**config.mk**
```make
export PLATFORM = sky130hd
export DESIGN_NAME = lii_phy_out_arbiter
export DESIGN_NICKNAME = d
export VERILOG_FILES = /design/src/rtl/lii_phy_out_arbiter.sv
export SDC_FILE = /design/constraint.sdc
export NUM_CORES = 1
export LEC_CHECK = 0
export BUFFER_PORTS_ARGS = -buffer_cell sky130_fd_sc_hd__clkbuf_2
export CAP_MARGIN = 10
export CELL_PAD_IN_SITES_DETAIL_PLACEMENT = 0
export CELL_PAD_IN_SITES_GLOBAL_PLACEMENT = 1
export CORE_AREA = 3 3 139 141
export DETAILED_ROUTE_END_ITERATION = 8
export DIE_AREA = 0 0 142 144
export PLACE_DENSITY_LB_ADDON = 0.1
export SLEW_MARGIN = 20
export SYNTH_ARGS = -nofsm -noshare
export SYNTH_HDL_FRONTEND = slang
export SYNTH_SLANG_ARGS = --single-unit
```
**constraint.sdc**
```tcl
create_clock -name aclk -period 4.2 [get_ports aclk]
set_input_delay 0 -clock aclk [delete_from_list [all_inputs] [get_ports aclk]]
set_output_delay 0 -clock aclk [all_outputs]
set_load 0.05 [all_outputs]
```
**src/rtl/lii_phy_out_arbiter.sv**
```systemverilog
// -----------------------------------------------------------------------------
// lii_phy_out_arbiter
//
// Shares one LII physical output channel between N packed logical requesters.
// Arbitration is round-robin with burst locking: once a requester wins, it
// keeps the channel until it sends a beat with tlast, or until it has sent
// MAXBURST beats, whichever comes first. Beats go out through a one-deep
// registered output stage that also carries a fixed source ID and a
// per-requester destination ID.
//
// Handshake semantics (both sides): a beat transfers on a rising clock edge
// where tvalid and tready are both high. A source that raises tvalid holds
// tdata/tlast stable until that transfer. The output register holds
// lii_out_tdata/lii_out_dst stable while lii_out_tvalid=1 and lii_out_tready=0.
//
// Ports:
//   aclk            clock
//   arst            asynchronous active-high reset
//   req_tdata       N*PW requester data, requester i at [PW*i+PW-1:PW*i]
//   req_tvalid      N    per-requester valid
//   req_tlast       N    per-requester end-of-burst marker
//   req_tready      N    per-requester ready (only the granted bit can be high)
//   lii_out_tdata   PW   phy data
//   lii_out_tvalid  1    phy valid
//   lii_out_tready  1    phy ready
//   lii_out_src     8    source ID (constant SRC_ID)
//   lii_out_dst     8    destination ID of the beat currently on lii_out
//   grant           N    one-hot current grant, all-zero in IDLE
//   busy            1    high in GRANT or while lii_out_tvalid=1
// -----------------------------------------------------------------------------
module lii_phy_out_arbiter #(
    parameter int             N        = 4,
    parameter int             PW       = 64,
    parameter logic [7:0]     SRC_ID   = 8'd0,
    parameter logic [N*8-1:0] DST_IDS  = {N{8'd0}},
    parameter int             MAXBURST = 16
) (
    input  logic            aclk,
    input  logic            arst,
    input  logic [N*PW-1:0] req_tdata,
    input  logic [N-1:0]    req_tvalid,
    input  logic [N-1:0]    req_tlast,
    output logic [N-1:0]    req_tready,
    output logic [PW-1:0]   lii_out_tdata,
    output logic            lii_out_tvalid,
    input  logic            lii_out_tready,
    output logic [7:0]      lii_out_src,
    output logic [7:0]      lii_out_dst,
    output logic [N-1:0]    grant,
    output logic            busy
);

    localparam int PTR_W = (N > 1) ? $clog2(N) : 1;
    localparam int CNT_W = $clog2(MAXBURST + 1);

    // Pointer starts at the last requester so requester 0 wins first.
    localparam logic [PTR_W-1:0] PTR_RST  = PTR_W'(N - 1);
    // Counter value on the beat that completes a MAXBURST-long grant.
    localparam logic [CNT_W-1:0] CNT_LAST = CNT_W'(MAXBURST - 1);

    typedef enum logic {
        S_IDLE  = 1'b0,
        S_GRANT = 1'b1
    } state_t;

    state_t            state;
    state_t            state_nxt;

    logic [N-1:0]      grant_r;
    logic [PTR_W-1:0]  ptr;        // last winner; also the index of the live grant
    logic [CNT_W-1:0]  cnt;        // beats accepted in the current grant

    logic              out_valid;
    logic [PW-1:0]     out_data;
    logic [7:0]        out_dst;

    logic              win_found;
    logic [PTR_W-1:0]  win_idx;

    logic              slot_free;
    logic              g_valid;
    logic              g_last;
    logic [PW-1:0]     g_data;
    logic [7:0]        g_dst;
    logic              accept;
    logic              rel_beat;

    // -------------------------------------------------------------------------
    // Round-robin search: first requester with tvalid, starting at ptr+1 and
    // wrapping modulo N. The wrap is done by subtraction so N need not be a
    // power of two.
    // -------------------------------------------------------------------------
    always_comb begin
        int cand;
        cand      = 0;
        win_found = 1'b0;
        win_idx   = ptr;
        for (int k = 1; k <= N; k++) begin
            cand = int'(ptr) + k;
            if (cand >= N) begin
                cand = cand - N;
            end
            if (!win_found && req_tvalid[cand]) begin
                win_found = 1'b1;
                win_idx   = PTR_W'(cand);
            end
        end
    end

    // -------------------------------------------------------------------------
    // Granted-requester view. While in GRANT, ptr names the granted requester,
    // so all per-requester selection is a simple index by ptr.
    // -------------------------------------------------------------------------
    assign g_valid = req_tvalid[ptr];
    assign g_last  = req_tlast[ptr];
    assign g_data  = req_tdata[int'(ptr) * PW +: PW];
    assign g_dst   = DST_IDS[int'(ptr) * 8 +: 8];

    // The output register can take a beat when empty or when its current beat
    // leaves on this same edge.
    assign slot_free = !out_valid || lii_out_tready;

    assign accept   = (state == S_GRANT) && g_valid && slot_free;
    // tlast and the burst limit on the same beat give a single release.
    assign rel_beat = accept && (g_last || (cnt == CNT_LAST));

    // -------------------------------------------------------------------------
    // FSM: state register
    // -------------------------------------------------------------------------
    always_ff @(posedge aclk or posedge arst) begin
        if (arst) begin
            state <= S_IDLE;
        end else begin
            state <= state_nxt;
        end
    end

    // -------------------------------------------------------------------------
    // FSM: next-state logic
    // -------------------------------------------------------------------------
    always_comb begin
        state_nxt = state;
        case (state)
            S_IDLE: begin
                if (win_found) begin
                    state_nxt = S_GRANT;
                end
            end
            S_GRANT: begin
                // Bubbles on the granted requester keep the grant.
                if (rel_beat) begin
                    state_nxt = S_IDLE;
                end
            end
            default: state_nxt = S_IDLE;
        endcase
    end

    // -------------------------------------------------------------------------
    // FSM: outputs
    // -------------------------------------------------------------------------
    always_comb begin
        req_tready = '0;
        if (state == S_GRANT) begin
            req_tready[ptr] = slot_free;
        end
    end

    assign busy  = (state == S_GRANT) || out_valid;
    assign grant = grant_r;

    // -------------------------------------------------------------------------
    // Grant, round-robin pointer and burst counter
    // -------------------------------------------------------------------------
    always_ff @(posedge aclk or posedge arst) begin
        if (arst) begin
            grant_r <= '0;
            ptr     <= PTR_RST;
            cnt     <= '0;
        end else begin
            if (state == S_IDLE) begin
                if (win_found) begin
                    grant_r <= {{(N-1){1'b0}}, 1'b1} << win_idx;
                    ptr     <= win_idx;
                    cnt     <= '0;
                end
            end else if (accept) begin
                if (rel_beat) begin
                    grant_r <= '0;
                    cnt     <= '0;
                end else begin
                    cnt <= cnt + 1'b1;
                end
            end
        end
    end

    // -------------------------------------------------------------------------
    // One-deep output register. A new accept and a drain on the same edge
    // simply replace the beat, so throughput is one beat per cycle.
    // -------------------------------------------------------------------------
    always_ff @(posedge aclk or posedge arst) begin
        if (arst) begin
            out_valid <= 1'b0;
            out_data  <= '0;
            out_dst   <= '0;
        end else begin
            if (accept) begin
                out_valid <= 1'b1;
                out_data  <= g_data;
                out_dst   <= g_dst;
            end else if (lii_out_tready) begin
                out_valid <= 1'b0;
            end
        end
    end

    assign lii_out_tvalid = out_valid;
    assign lii_out_tdata  = out_data;
    assign lii_out_dst    = out_dst;
    assign lii_out_src    = SRC_ID;

endmodule

```
==> summary.txt <==
Timing
  – RSZ-0062 raised after global routing: no
  – Final slew viol count: 0
  – Fin. Hold Viols: 0
  – Min Tclk post-route: 2.96 ns
  – Slew @ Worst Pin: 0.775 ns
  – Max Fclk: 0.338 GHz
  – Slew headroom: 48.3%
  – Setup TNS: 0 ns
  – Setup-failing EPs final: 0
  – Crit share post-route: 70.4%
  – Setup ws final: 1.24 ns
  – Skew final: 0.00857 ns

GRT
  – Initial antenna violation count: 0
  – GRT Total Usage: 15.4%
  – Largest net degree at the start of global routing: 46
  – Grt ovf: 0
  – First-pass GRT wire length: 24500 um
  – Vias in the first global route: 4563

Detailed routing
  – Metal2 WL: 8760 um
  – M1 WL: 6090 um
  – DRC errors left: 0
  – Vias: 4240
  – WL final: 16300 um
  – Met3 Wirelength: 1250 um
  – Detail Route Antenna Nets: 0
  – Routed len/inst: 18.3 um
  – Top layer in use: met4
  – Detailed Routing Iterations Pass 1: 4
  – Vias per cell: 4.76
  – DR iter-0 viols: 137

Yosys
  – Yosys cell types: 40
  – Largest family of logic cells by synthesized area: multiplexers
  – YS warnings: 0
  – Mean area per synthesized cell: 15.7 um2
  – Cell count after synthesis: 327
  – Ys async rst share: 100%
  – Post-synthesis compound-gate area fraction: 3.10%
  – Area leader, netlist: dfrtp_1
  – Register area share after synthesis: 37.7%
  – Post-synthesis cell area: 5120 um2
  – XOR/XNOR Fraction of Synth Area: 0.513%
  – Number of flops mapped to enable cells by yosys: 0
  – Commonest cells in the netlist: dfrtp_1, mux4_2, mux2_4
  – Most frequent cell after synthesis: dfrtp_1
  – Synth Register Bits: 77
  – Adder-cell area share of the yosys netlist: 1.47%
  – Post-Synth Simple-Gate Area: 3.30%
  – Top cells by area, synth: dfrtp_1, mux4_2, mux2_4
  – Post-synth top flop: dfrtp_1
  – Multiplexer share of the synthesized area: 48.1%
  – Share of the synthesized area in the top cell type: 36.7%

Placed design
  – Port bufs: 340
  – Dpl ws: 1.26 ns
  – Gpl congestion: 0.743
  – # placed instances: 874
  – HPWL Detailed: 13200 um

CTS
  – Worst-Skew Late Latency: 0.34 ns
  – Max Root-Sink Buffers: 2
  – CTS tree: done
  – Reg clk slew, reported paths: 0.06 ns
  – Postcts setup bufs: 0
  – Htree depth: 3
  – Total CTS buffers: 9
  – Post_cts resized: 0
  – Root Driver: clkbuf_16
  – Clk sink count: 77

Pwr
  – Power Internal: 3.41 mW
  – P_leak: 3.61 nW
  – Power per cell area: 882 nW/um2
  – VDD IR max: 0.301 mV
  – Clock network fraction of total power: 13.8%
  – Sw frac: 47.0%
  – Combinational power share: 64.1%
  – Switching pwr: 3.02 mW
  – Total power: 6.43 mW
  – Sequential share of power: 22.1%

Critical path
  – Reg-to-Reg Start: ptr[1]$_DFFE_PP1P_
  – R2R cell count: 7
  – FF-to-FF setup slack: 1.24 ns
  – CP startpoint: ptr[1]$_DFFE_PP1P_
  – CP Data Arrival Time: 3.18 ns
  – CP required: 4.43 ns
  – CP Capture Point: grant[3]$_DFFE_PP0P_
  – Setup CP Type: reg2reg
  – RR Endpoint: grant[3]$_DFFE_PP0P_
  – Startpoint types: flop
  – CP Capture Type: flop
  – Crit-path max FO: 39

Die
  – Core footprint: 18100 um2
  – I/O pins: 357
  – Row count: 49
  – Die ar.: 20400 um2
  – Die H: 144 um
  – Die Wd: 142 um
  – Initial core utilization: 28.3%

Worst hold path
  – Hold_sp: req_tdata[214]
  – HP Class: in2reg
  – Worst Hold Depth: 3

Layout
  – Area delta synth->final: 42.4%
  – Multi-input logic area: 2950 um2
  – Ant diodes: 0
  – Nets: 930
  – Fin cells: 891
  – Filler cells: 1766
  – FF/Latch Area: 1940 um2
  – Layout cell share with drive strength beyond 1: 75.8%

Job
  – Max-cap violation count: 0

Status
  – Status: finished clean
cell families (layout without fill, tap and decap cells):
group | Yosys count | in the layout
AOI/OAI and AO/OA | 23 | 23
xor gates and xnor gates | 3 | 3
adders and majority gates | 6 | 6
buffers and inverters | 46 | 366
DFF | 77 | 77
muxes | 139 | 139
other | 1 | 16
and+or+nand+nor | 32 | 32
placed cells by master, fill, tap and decap left out, drive strengths merged, types with 2 or more instances in the layout:
cell type  Yosys  layout
dfrtp         75      75
dfstp          2       2
a211oi         2       2
mux2          68      68
a21oi          4       4
and3           6       6
o21ai          5       5
a21boi         2       2
xnor2          2       2
nor2           6       6
clkbuf         9     350
conb           1      16
nand3          6       6
buf           33       5
mux4          67      67
mux2i          4       4
ha             6       6
bufinv         0       3
o31ai          2       2
nand2          8       8
inv            4       3
clkinv         0       3
worst min-delay path by stage:
stage               slack [ns]                       endpoint
global route              0.10  lii_out_tdata[22]$_DFFE_PP0P_
floorplan                 0.28     lii_out_tvalid$_DFFE_PP0P_
CTS                       0.09  lii_out_tdata[22]$_DFFE_PP0P_
detailed placement        0.09  lii_out_tdata[43]$_DFFE_PP0P_
finish                    0.11  lii_out_tdata[22]$_DFFE_PP0P_
global placement          0.09  lii_out_tdata[43]$_DFFE_PP0P_
layout make-up:
cell class	instances	area share [%]
Multi-Input combinational cell	219	40.5
Sequential cell	77	26.6
Timing Repair Buffer	346	24.2
Tap cell	229	3.93
Clock buffer	10	3.14
Clock inverter	6	1.53
Inverter	4	0.223
stage by stage:
step | utilization (%) | instance area, um2 | hold WS (ns)
2_1_floorplan | - | 5180 | 0.278
4_1_cts | 40.3 | 7290 | 0.0890
3_3_place_gp | 38.4 | 6940 | 0.0905
5_1_grt | 40.3 | 7290 | 0.102
3_5_place_dp | 38.4 | 6940 | 0.0948
6_report | 40.3 | 7290 | 0.109
registers in the layout, summed over array words and instances, names as in the netlist:
register	flops
lii_out_tdata	64
ptr	2
state	1
cnt	5
lii_out_tvalid	1
grant	4
power groups by stage:
stage	Combinational, mW	Clock (mW)	Sequential (mW)
final	4.12	0.888	1.42
after CTS	4.20	0.922	1.43
after detailed placement	4.18	0	1.44
after floorplan	2.24	0	2.49
after global routing	4.39	0.954	1.48
after global placement	4.16	0	1.44
timing repair:
item | 4_1_cts | 5_1_grt
hold endpoints to repair | 32 | 0
endpoints found under the setup margin | 0 | 0
hold buffers | 1 | 0
critical path, cell delays in order (launching register included):
cell     delay (ns)
dfstp_4        0.95
inv_1          0.16
ha_1           0.38
mux2_2         0.37
mux2_2         0.29
a21oi_1        0.26
xnor2_1        0.14
a32o_1         0.29
per-layer routing:
metal / up-vias / track usage (%)
met1: 2081 / 18.0
met4: 0 / 3.79
met3: 18 / 4.50
met5: - / 0
met2: 220 / 27.7
li1: 1921 / -
Power figures use the tool's default switching activity.
